===== config.mk =====
export PLATFORM = sky130hd
export DESIGN_NAME = serv_ibus_resp
export DESIGN_NICKNAME = d
export VERILOG_FILES = /design/src/rtl/serv_ibus_resp_pkg.sv /design/src/rtl/serv_ibus_resp_lasthit.sv /design/src/rtl/serv_ibus_resp.sv
export SDC_FILE = /design/constraint.sdc
export NUM_CORES = 1
export LEC_CHECK = 0
export CAP_MARGIN = 20
export CORE_MARGIN = 5
export CORE_UTILIZATION = 39
export CTS_BUF_LIST = sky130_fd_sc_hd__clkbuf_8
export DETAILED_ROUTE_END_ITERATION = 10
export PLACE_DENSITY_LB_ADDON = 0.25
export SLEW_MARGIN = 40
export SYNTH_ARGS = -nofsm -noshare
export SYNTH_HDL_FRONTEND = slang
export SYNTH_SLANG_ARGS = --single-unit

===== constraint.sdc =====
create_clock -name clk -period 1.7 [get_ports clk]
set_input_delay 0.255 -clock clk [delete_from_list [all_inputs] [get_ports clk]]
set_output_delay 0.255 -clock clk [all_outputs]
set_load 0.01 [all_outputs]

===== src/rtl/serv_ibus_resp_pkg.sv =====
// Shared definitions for the byte-serial instruction-bus responder.
package serv_ibus_pkg;

    typedef enum logic [1:0] {
        IDLE  = 2'd0,
        FETCH = 2'd1,
        ACK   = 2'd2
    } state_t;

    localparam int BYTES_PER_WORD = 4;
    localparam int FETCH_LAT      = 5;
    localparam int HIT_LAT        = 1;

endpackage


===== src/rtl/serv_ibus_resp_lasthit.sv =====
// One-entry last-word buffer: tag/data/valid with compare and invalidate.
// Latency: combinational hit/data; fill and invalidate take effect next cycle.
// Backpressure: none; invalidate wins over a same-cycle fill and masks a same-cycle hit.
module serv_ibus_lasthit #(
    parameter int TW = 8
) (
    input  logic          clk,
    input  logic          i_rst,
    input  logic          i_inval,
    input  logic          i_fill,
    input  logic [TW-1:0] i_fill_tag,
    input  logic [31:0]   i_fill_dat,
    input  logic [TW-1:0] i_tag,
    output logic          o_hit,
    output logic [31:0]   o_dat
);

    logic          valid;
    logic [TW-1:0] tag;
    logic [31:0]   dat;

    always_ff @(posedge clk) begin
        if (i_rst || i_inval) begin
            valid <= 1'b0;
        end else if (i_fill) begin
            valid <= 1'b1;
        end
    end

    always_ff @(posedge clk) begin
        if (i_fill) begin
            tag <= i_fill_tag;
            dat <= i_fill_dat;
        end
    end

    assign o_hit = valid && !i_inval && (tag == i_tag);
    assign o_dat = dat;

endmodule


===== src/rtl/serv_ibus_resp.sv =====
// Instruction-bus responder assembling 32-bit words from byte-wide sync-read memory.
// Latency: ack 5 cycles after cyc is sampled (1 cycle on a last-word hit with SERV_IBUS_RESP_LASTHIT_EN).
// Backpressure: core holds cyc until the single-cycle ack; one fetch in flight.
module serv_ibus_resp
    import serv_ibus_pkg::*;
#(
    parameter int          MEM_AW    = 10,
    parameter logic [31:0] RESET_RDT = 32'h00000013
) (
    input  logic              clk,
    input  logic              i_rst,
    input  logic [31:0]       i_ibus_adr,
    input  logic              i_ibus_cyc,
    output logic [31:0]       o_ibus_rdt,
    output logic              o_ibus_ack,
    output logic [MEM_AW-1:0] o_mem_adr,
    output logic              o_mem_re,
    input  logic [7:0]        i_mem_rdata,
    input  logic              i_inval
);

    localparam int WAW = MEM_AW - 2;
    localparam logic [1:0] LAST_BEAT = 2'(BYTES_PER_WORD - 1);

    state_t         state;
    state_t         state_nxt;
    logic [1:0]     cnt;
    logic [WAW-1:0] wadr;
    logic [31:0]    rdt;
    logic           hit;
    logic [31:0]    hit_dat;
    logic [WAW-1:0] req_wadr;
    logic           unused_bits;

    assign req_wadr    = i_ibus_adr[MEM_AW-1:2];
    assign unused_bits = ^{i_inval, i_ibus_adr[31:MEM_AW], i_ibus_adr[1:0]};

`ifdef SERV_IBUS_RESP_LASTHIT_EN
    serv_ibus_lasthit #(
        .TW(WAW)
    ) u_lasthit (
        .clk        (clk),
        .i_rst      (i_rst),
        .i_inval    (i_inval),
        .i_fill     (state == ACK),
        .i_fill_tag (wadr),
        .i_fill_dat (rdt),
        .i_tag      (req_wadr),
        .o_hit      (hit),
        .o_dat      (hit_dat)
    );
`else
    assign hit     = 1'b0;
    assign hit_dat = '0;
`endif

    always_ff @(posedge clk) begin
        if (i_rst) begin
            state <= IDLE;
        end else begin
            state <= state_nxt;
        end
    end

    always_comb begin
        state_nxt = state;
        case (state)
            IDLE:    if (i_ibus_cyc) state_nxt = hit ? ACK : FETCH;
            FETCH:   if (cnt == LAST_BEAT) state_nxt = ACK;
            ACK:     state_nxt = IDLE;
            default: state_nxt = IDLE;
        endcase
    end

    // Memory requests run one beat ahead of capture, so byte 0 is issued from IDLE.
    always_comb begin
        o_mem_re   = 1'b0;
        o_mem_adr  = '0;
        o_ibus_ack = 1'b0;
        if (!i_rst) begin
            case (state)
                IDLE: begin
                    if (i_ibus_cyc && !hit) begin
                        o_mem_re  = 1'b1;
                        o_mem_adr = {req_wadr, 2'b00};
                    end
                end
                FETCH: begin
                    if (cnt != LAST_BEAT) begin
                        o_mem_re  = 1'b1;
                        o_mem_adr = {wadr, cnt + 2'd1};
                    end
                end
                ACK:     o_ibus_ack = 1'b1;
                default: o_ibus_ack = 1'b0;
            endcase
        end
    end

    always_ff @(posedge clk) begin
        if (i_rst) begin
            cnt  <= '0;
            wadr <= '0;
            rdt  <= RESET_RDT;
        end else begin
            case (state)
                IDLE: begin
                    if (i_ibus_cyc) begin
                        cnt  <= '0;
                        wadr <= req_wadr;
                        if (hit) rdt <= hit_dat;
                    end
                end
                FETCH: begin
                    rdt[{cnt, 3'b000} +: 8] <= i_mem_rdata;
                    if (cnt != LAST_BEAT) cnt <= cnt + 2'd1;
                end
                default: cnt <= cnt;
            endcase
        end
    end

    assign o_ibus_rdt = rdt;

endmodule


==> results of run 1 <==
==> cells by family (layout without fill, tap and decap cells) <==
logic type | count (synthesis) | count (layout) | synth area share (%)
simple gates | 112 | 112 | 32.41
compound gates | 52 | 52 | 14.12
flops | 44 | 44 | 44.39
buf+inv | 19 | 99 | 4.792
fa+ha+maj | 6 | 6 | 3.783
mux | 1 | 1 | 0.5044
==> state kept, by name, summed over array words and instances, names as in the netlist <==
name / flops
o_ibus_rdt: 32
cnt: 2
wadr: 8
state: 2
==> layout make-up <==
class | count | area, sq um
clock inverters | 2 | 8.758
inverters | 3 | 11.26
multi-input cells | 171 | 1114
clock buffers | 5 | 68.82
flip-flops and latches | 44 | 892.1
well taps | 70 | 87.58
repair buffers | 89 | 803.3
fillers | 476 | 2024
==> per-layer routing <==
layer  global-route usage (%)  up-vias
met5                        0        -
li1                         -      965
met2                    28.26       58
met1                    18.86      882
met4                    4.392        0
met3                    4.656        9
==> worst min-delay path: stages, from the launching register on <==
cell and delay [ns]:
dfxtp_1 0.31, nand2_1 0.05, a21oi_1 0.05
==> per-stage QoR <==
step	instances	hold WS, ns	power (W)
5_1_grt	384	0.4735	0.002171
3_5_place_dp	369	0.4439	0.001449
2_1_floorplan	234	0.3937	0.001275
6_report	384	0.4504	0.002072
4_1_cts	384	0.4553	0.002070
3_3_place_gp	369	0.4409	0.001443
==> cells in the final DEF (no fill, tap or decap), drive strengths merged, types with 2 or more instances in the layout <==
master | synthesis | final
a31oi | 2 | 2
inv | 3 | 4
nand3b | 4 | 4
a21oi | 46 | 46
clkbuf | 7 | 5
nor2 | 2 | 2
nand3 | 28 | 28
buf | 9 | 38
nor3b | 6 | 6
dfxtp | 44 | 44
nand2 | 55 | 55
nor4b | 2 | 2
clkdlybuf4s50 | 0 | 50
ha | 6 | 6
a221o | 3 | 3
and3b | 4 | 4
==> timing repair <==
action                                  CTS  global route
pin swaps                                 4            11
hold buffers                              0             0
endpoints found under the setup margin   17            39
setup buffers                             8             0
cloned                                    0             0
hold endpoints to repair                  0             0
resized for setup                        59            24
==> report_power, final <==
| part | switching (W) | total (W) | internal [W] |
|---|---|---|---|
| clock network | 0.000337 | 0.000611 | 0.000274 |
| logic | 0.000187 | 0.000386 | 0.000199 |
| registers | 0.0000190 | 0.00108 | 0.00106 |
| total | 0.000543 | 0.00207 | 0.00153 |
==> worst paths after layout <==
| kind | from | endpoint | slack [ns] | depth (start not counted) |
|---|---|---|---|---|
| setup reg to reg | cnt[1]$_SDFFE_PP0P_ | o_ibus_rdt[16]$_SDFFE_PP0P_ | 0.09 | 8 |
| hold / removal | o_ibus_rdt[20]$_SDFFE_PP0P_ | o_ibus_rdt[20]$_SDFFE_PP0P_ | 0.45 | 2 |
| setup / recovery | cnt[1]$_SDFFE_PP0P_ | o_mem_adr[8] | -0.12 | 7 |
| hold reg to reg | o_ibus_rdt[20]$_SDFFE_PP0P_ | o_ibus_rdt[20]$_SDFFE_PP0P_ | 0.45 | 2 |
==> summary.md, run 1 <==
| Metric | Value |
|---|---|
| Outcome | `finished, violations left` |
| Failing checks | `setup timing` |
| Layout cells sized above 1 | `between 20% and 30%` |
| Total negative slack | `-0.6530 ns` |
| Ys async rst share | `0%` |
| Count leader, synth | `nand2_1` |
| Total CTS buffers | `5` |
| Max Cap Violations | `0` |
| Syn_area_per_cell | `between 8 and 9 sq um` |
| DP HPWL | `3.790 mm` |
| Initial antenna violation count | `0` |
| CP Capture Type | `output pin` |
| Post-synth EDFFs | `0` |
| CTS tree | `done` |
| Final WL | `between 5 and 6 mm` |
| DP Area | `0.002766 sq mm` |
| M1 WL | `around 2.2 mm` |
| Max-slew violation count | `0` |
| Max clock buf depth | `2` |
| Final setup margin | `-0.1225 ns` |
| Die Area | `approximately 0.0066 sq mm` |
| All-Layer GR Usage | `between 10% and 20%` |
| Critical path's slowest cell | `dfxtp_4` |
| Worst path cell trace | `ha_4 -> nor3b_2 -> buf_4 -> buf_6 -> nand2_1 -> a21oi_2 -> buf_2` |
| Post-synth top cells | `nand2_1, a21oi_1, dfxtp_1, nand3_1, nand2_2` |
| 1st-iter DRT viols | `~120` |
| Gate Count Post-Synth | `about 230` |
| Crit path time final | `1.822 ns` |
| Ports | `88` |
| Router iterations before antenna repair | `4` |
| Hold WC Path Type | `flop to flop` |
| DR DRC count | `0` |
| Highest routed layer | `met4` |
| Vias in the first global route | `1816` |
| Least-Margin Pin Slew | `0.3376 ns` |
| Clock Skews | `0.004235 ns` |
| Worst EP arrival | `between 1.5 and 2 ns` |
| F_max | `approximately 0.55 GHz` |
| Die height | `81.33 microns` |
| Delay-heaviest family, CP | `buffers and inverters` |
| Max VDD drop | `approximately 400 uV` |
| H-tree Lvls | `2` |
| Post-synthesis cell type count | `35` |
| Core area | `0.005010 sq mm` |
| WL met2 | `around 2.5 mm` |
| Cell area after layout | `0.002985 sq mm` |
| First-pass GRT wire length | `8.286 mm` |
| Dpl ws | `-0.4481 ns` |
| Crit share post-route | `107.2%` |
| Reg clk slew, reported paths | `about 0.080 ns` |
| Area fraction of the dominant cell type after synthesis | `between 40% and 50%` |
| Fin util | `59.59%` |
| Final hold violations | `0` |
| Average vias per placed instance | `4.984` |
| Top_reg_cell synth | `dfxtp_1` |
| Clk root buf | `clkbuf_8` |
| Register area share after synthesis | `44.39%` |
| Syn. warnings | `0` |
| Cell row count | `26` |
| Routed wl met3 | `391 microns` |
| Top post-synthesis cells by area | `dfxtp_1, a21oi_1, nand2_1, nand3_1, ha_1` |
| Largest net degree at the start of global routing | `25` |
| N_diodes | `0` |
| Antenna-violating nets left | `0` |
| Worst EP required | `1.44 ns` |
| Nets | `364` |
| CP Buf/Inv Count | `3` |
| Leading area contributor after synthesis | `dfxtp_1` |
| Worst Path Max Fanout | `7` |
| Critical path type | `flop to output pin` |
| Starting density of the core | `between 30% and 40%` |
| DR vias | `roughly 1900` |
| RSZ-0062 raised after global routing | `yes` |
| Die width | `81.33 microns` |
| Net Count, Synth | `284` |
| CP Launch Type | `flop` |
| Power Dens Cells | `694.2 mW/mm^2` |
| Mapped Area | `0.001984 sq mm` |
| Drt wl/cell | `13.57 microns` |
| Final setup vio count | `8` |
| Total gr overflow | `0` |
| Syn-to-layout area delta | `50.44%` |
| Seq cells post-synth | `44` |
| Final RePlAce weighted congestion | `0.7894` |
| Leakage Power | `around 1.1 nW` |
| Latest clock arrival within the worst-skew pair | `slightly below 0.3 ns` |
| PortBufs | `62` |
| Slew Limit Headroom | `77.42%` |
| Num Clock Sinks | `44` |
| CP max stage delay | `0.36 ns` |
No activity file was read; power rests on OpenSTA's default activity.
==> run 2: changes to the inputs <==
- ABC_AREA: not set -> 1
- SKIP_LAST_GASP: not set -> 1
==> run 2 against run 1 <==
Net effect: the run still ends with setup timing left; non-clock buffer count up 6; register-to-register slack better by 0.02 ns; sequential power about the same; first-iteration DRC count down 46%; critical path depth unchanged; critical endpoint is now o_mem_adr[7]; largest cell class unchanged; highest routed layer unchanged.
==> summary.md, run 2 <==
| Metric | Value |
|---|---|
| CP Buf/Inv Count | `3` |
| H-tree Lvls | `2` |
| First-pass GRT wire length | `8.811 mm` |
| Syn. warnings | `0` |
| Syn_area_per_cell | `7.610 sq um` |
| Top post-synthesis cells by area | `dfxtp_1, nand2_1, a21oi_1, ha_1, nor3_2` |
| Mapped Area | `a little over 0.002 sq mm` |
| DP HPWL | `3.889 mm` |
| Hold Slack | `0.3775 ns` |
| Max Cap Violations | `0` |
| Filler cells | `476` |
| Num Clock Sinks | `44` |
| Reg2reg path depth | `8` |
| PortBufs | `between 60 and 70` |
| Net Count, Synth | `317` |
| Drt wl/cell | `12.50 microns` |
| Starting density of the core | `40.04%` |
| Post-synth top cells | `nand2_1, a21oi_1, dfxtp_1, inv_1, nor2_1` |
| Die width | `around 82 microns` |
| Max reg flops | `32` |
| Top_reg_cell synth | `dfxtp_1` |
| Clk root buf | `clkbuf_8` |
| CTS Hold Bufs | `0` |
| Layout cells sized above 1 | `28.33%` |
| Total negative slack | `-0.1448 ns` |
| Reg clk slew, reported paths | `0.08 ns` |
| Ports | `about 90` |
| Max-slew violation count | `0` |
| HP Start | `i_rst` |
| Leading area contributor after synthesis | `dfxtp_1` |
| Worst EP required | `between 1 and 1.5 ns` |
| Area fraction of the dominant cell type after synthesis | `roughly 43%` |
| Initial antenna violation count | `0` |
| Final RePlAce weighted congestion | `0.8082` |
| Die Area | `between 0.006 and 0.007 sq mm` |
| Final setup vio count | `5` |
| Register area share after synthesis | `between 40 and 50%` |
| Most common cell after layout, fill and taps aside | `nand2_1` |
| Clock Skews | `about 0.005 ns` |
| CP Capture Type | `output pin` |
| Post-synthesis cell type count | `23` |
| CP max stage delay | `0.37 ns` |
| 1st-iter DRT viols | `63` |
| Largest net degree at the start of global routing | `25` |
| Crit share post-route | `102.6%` |
| Count leader, synth | `nand2_1` |
| Router iterations before antenna repair | `4` |
| Worst EP arrival | `between 1 and 1.5 ns` |
| Die height | `82.18 microns` |
| Delay-heaviest family, CP | `flip-flops` |
| Register-to-Register Setup Slack | `0.11 ns` |
| CTS tree | `done` |
| Critical path type | `flop to output pin` |
| Leakage Power | `about 1.2 nW` |
| Final WL | `5.376 mm` |
| All-Layer GR Usage | `16.62%` |
| Multi-input gate area | `0.001097 sq mm` |
| Hold WC Path Type | `input port to flop` |
| FF+latch area | `893.4 sq um` |
| Total CTS buffers | `5` |
| Final setup margin | `-0.04449 ns` |
| Worst Hold Endpoint | `wadr[3]$_SDFFE_PP0P_` |
| Critical path's slowest cell | `dfxtp_4` |
| CP Launch Type | `flop` |
| Vias in the first global route | `1936` |
| F_max | `around 0.57 GHz` |
| WHS Path Cells | `2` |
| Dpl ws | `-0.3517 ns` |
| Worst reg2reg path endpoint | `o_ibus_rdt[21]$_SDFFE_PP0P_` |
| DR vias | `2003` |
| Gate Count Post-Synth | `267` |
| Cell area after layout | `0.003113 sq mm` |
| Post-synth EDFFs | `0` |
| Max VDD drop | `roughly 540 uV` |
| Failing checks | `setup timing` |
| N_diodes | `0` |
| Worst Path Max Fanout | `3` |
| DR DRC count | `0` |
| Antenna-violating nets left | `0` |
| Total gr overflow | `0` |
| Least-Margin Pin Slew | `0.3918 ns` |
| Ys async rst share | `0%` |
| RSZ-0062 raised after global routing | `yes` |
| Crit path time final | `1.744 ns` |
| Outcome | `finished, violations left` |
| Nets | `between 400 and 500` |
| Seq cells post-synth | `44` |
| Power Dens Cells | `780.5 mW/mm^2` |
| Cell row count | `26` |
| Most frequent cells in the layout | `nand2_1, clkdlybuf4s50_1, a21oi_1` |
| Average vias per placed instance | `4.658` |
| Final hold violations | `0` |
| Post-Layout Cell Count | `430` |
| DP Area | `~0.0029 sq mm` |
| Worst path cell trace | `ha_4 -> nor2_4 -> buf_6 -> buf_4 -> nand2_2 -> a21oi_2 -> buf_2` |
| Slew Limit Headroom | `73.88%` |
| Max clock buf depth | `2` |
| Latest clock arrival within the worst-skew pair | `0.29 ns` |
| Core area | `0.005075 sq mm` |
| Syn-to-layout area delta | `53.20%` |
| Worst r2r src | `cnt[0]$_SDFFE_PP0P_` |
| Dpl cells | `416` |
run 2: cell types whose count changed in the layout (fill, tap and decap cells not counted), moves of 4 or more:
cell / delta
nand3_1: -21
nand2_1: +32
and3b_1: -4
nor2_1: +15
buf_4: +6
inv_1: +14
nor3_2: +4
nor2_4: +5
run 2: metal layers:
metal  vias up  part of all wire [%]  GRT usage (%)
li1       1037                     -              -
met1       902                    46          22.41
met4         0                  0.63          4.485
met3         4                   6.3          3.796
met5         -                     0              0
met2        60                    47          26.60
run 2: how the worst max path moves through the flow:
| stage | startpoint | end | slack [ns] | cells after the start |
|---|---|---|---|---|
| global placement | i_ibus_cyc | o_mem_adr[5] | -0.32 | 7 |
| global route | cnt[1]$_SDFFE_PP0P_ | o_mem_adr[7] | -0.11 | 7 |
| floorplan | cnt[0]$_SDFFE_PP0P_ | o_ibus_rdt[13]$_SDFFE_PP0P_ | 0.18 | 7 |
| finish | cnt[0]$_SDFFE_PP0P_ | o_mem_adr[7] | -0.04 | 7 |
| detailed placement | i_ibus_cyc | o_mem_adr[5] | -0.35 | 7 |
| CTS | cnt[1]$_SDFFE_PP0P_ | o_mem_adr[9] | -0.04 | 7 |
run 2: cell families after synthesis:
kind of cell | share of synthesized area (%)
AO/OA/AOI/OAI | 12.56
buffers and inverters | 7.327
adder cells (fa/ha/maj) | 3.694
AND/OR/NAND/NOR | 33.07
flip-flops | 43.35
run 2: power breakdown:
part	switching [W]	leakage, nW	internal (W)
registers	0.0000245	0.360	0.00106
logic	0.000298	0.793	0.000265
clock network	0.000348	0.0593	0.000430
run 2: cell type report:
cell class | count | area share, %
Multi-Input combinational cell | 192 | 35.25
Sequential cell | 44 | 28.70
Timing Repair Buffer | 95 | 27.09
Tap cell | 70 | 2.814
Inverter | 21 | 2.693
Clock buffer | 5 | 2.211
Clock inverter | 3 | 1.246
run 2: stage by stage:
stage / utilization, % / total power, W
3_5_place_dp: 56.85 / 0.001610
6_report: 61.34 / 0.002430
4_1_cts: 59.57 / 0.002390
2_1_floorplan: - / 0.001388
3_3_place_gp: 56.85 / 0.001605
5_1_grt: 61.34 / 0.002555
run 2: repair_timing:
item	in CTS	in global routing
pin swaps	3	11
setup buffers	5	1
endpoints found under the setup margin	11	38
resized for setup	46	34
run 2: worst register-to-register path, delay by kind of cell, from the launching register on:
kind | cells | cell delay (ns)
flip-flops | 1 | 0.37
AND/OR/NAND/NOR | 3 | 0.42
AO/OA/AOI/OAI | 1 | 0.14
buffers and inverters | 3 | 0.36
adder cells (fa/ha/maj) | 1 | 0.23
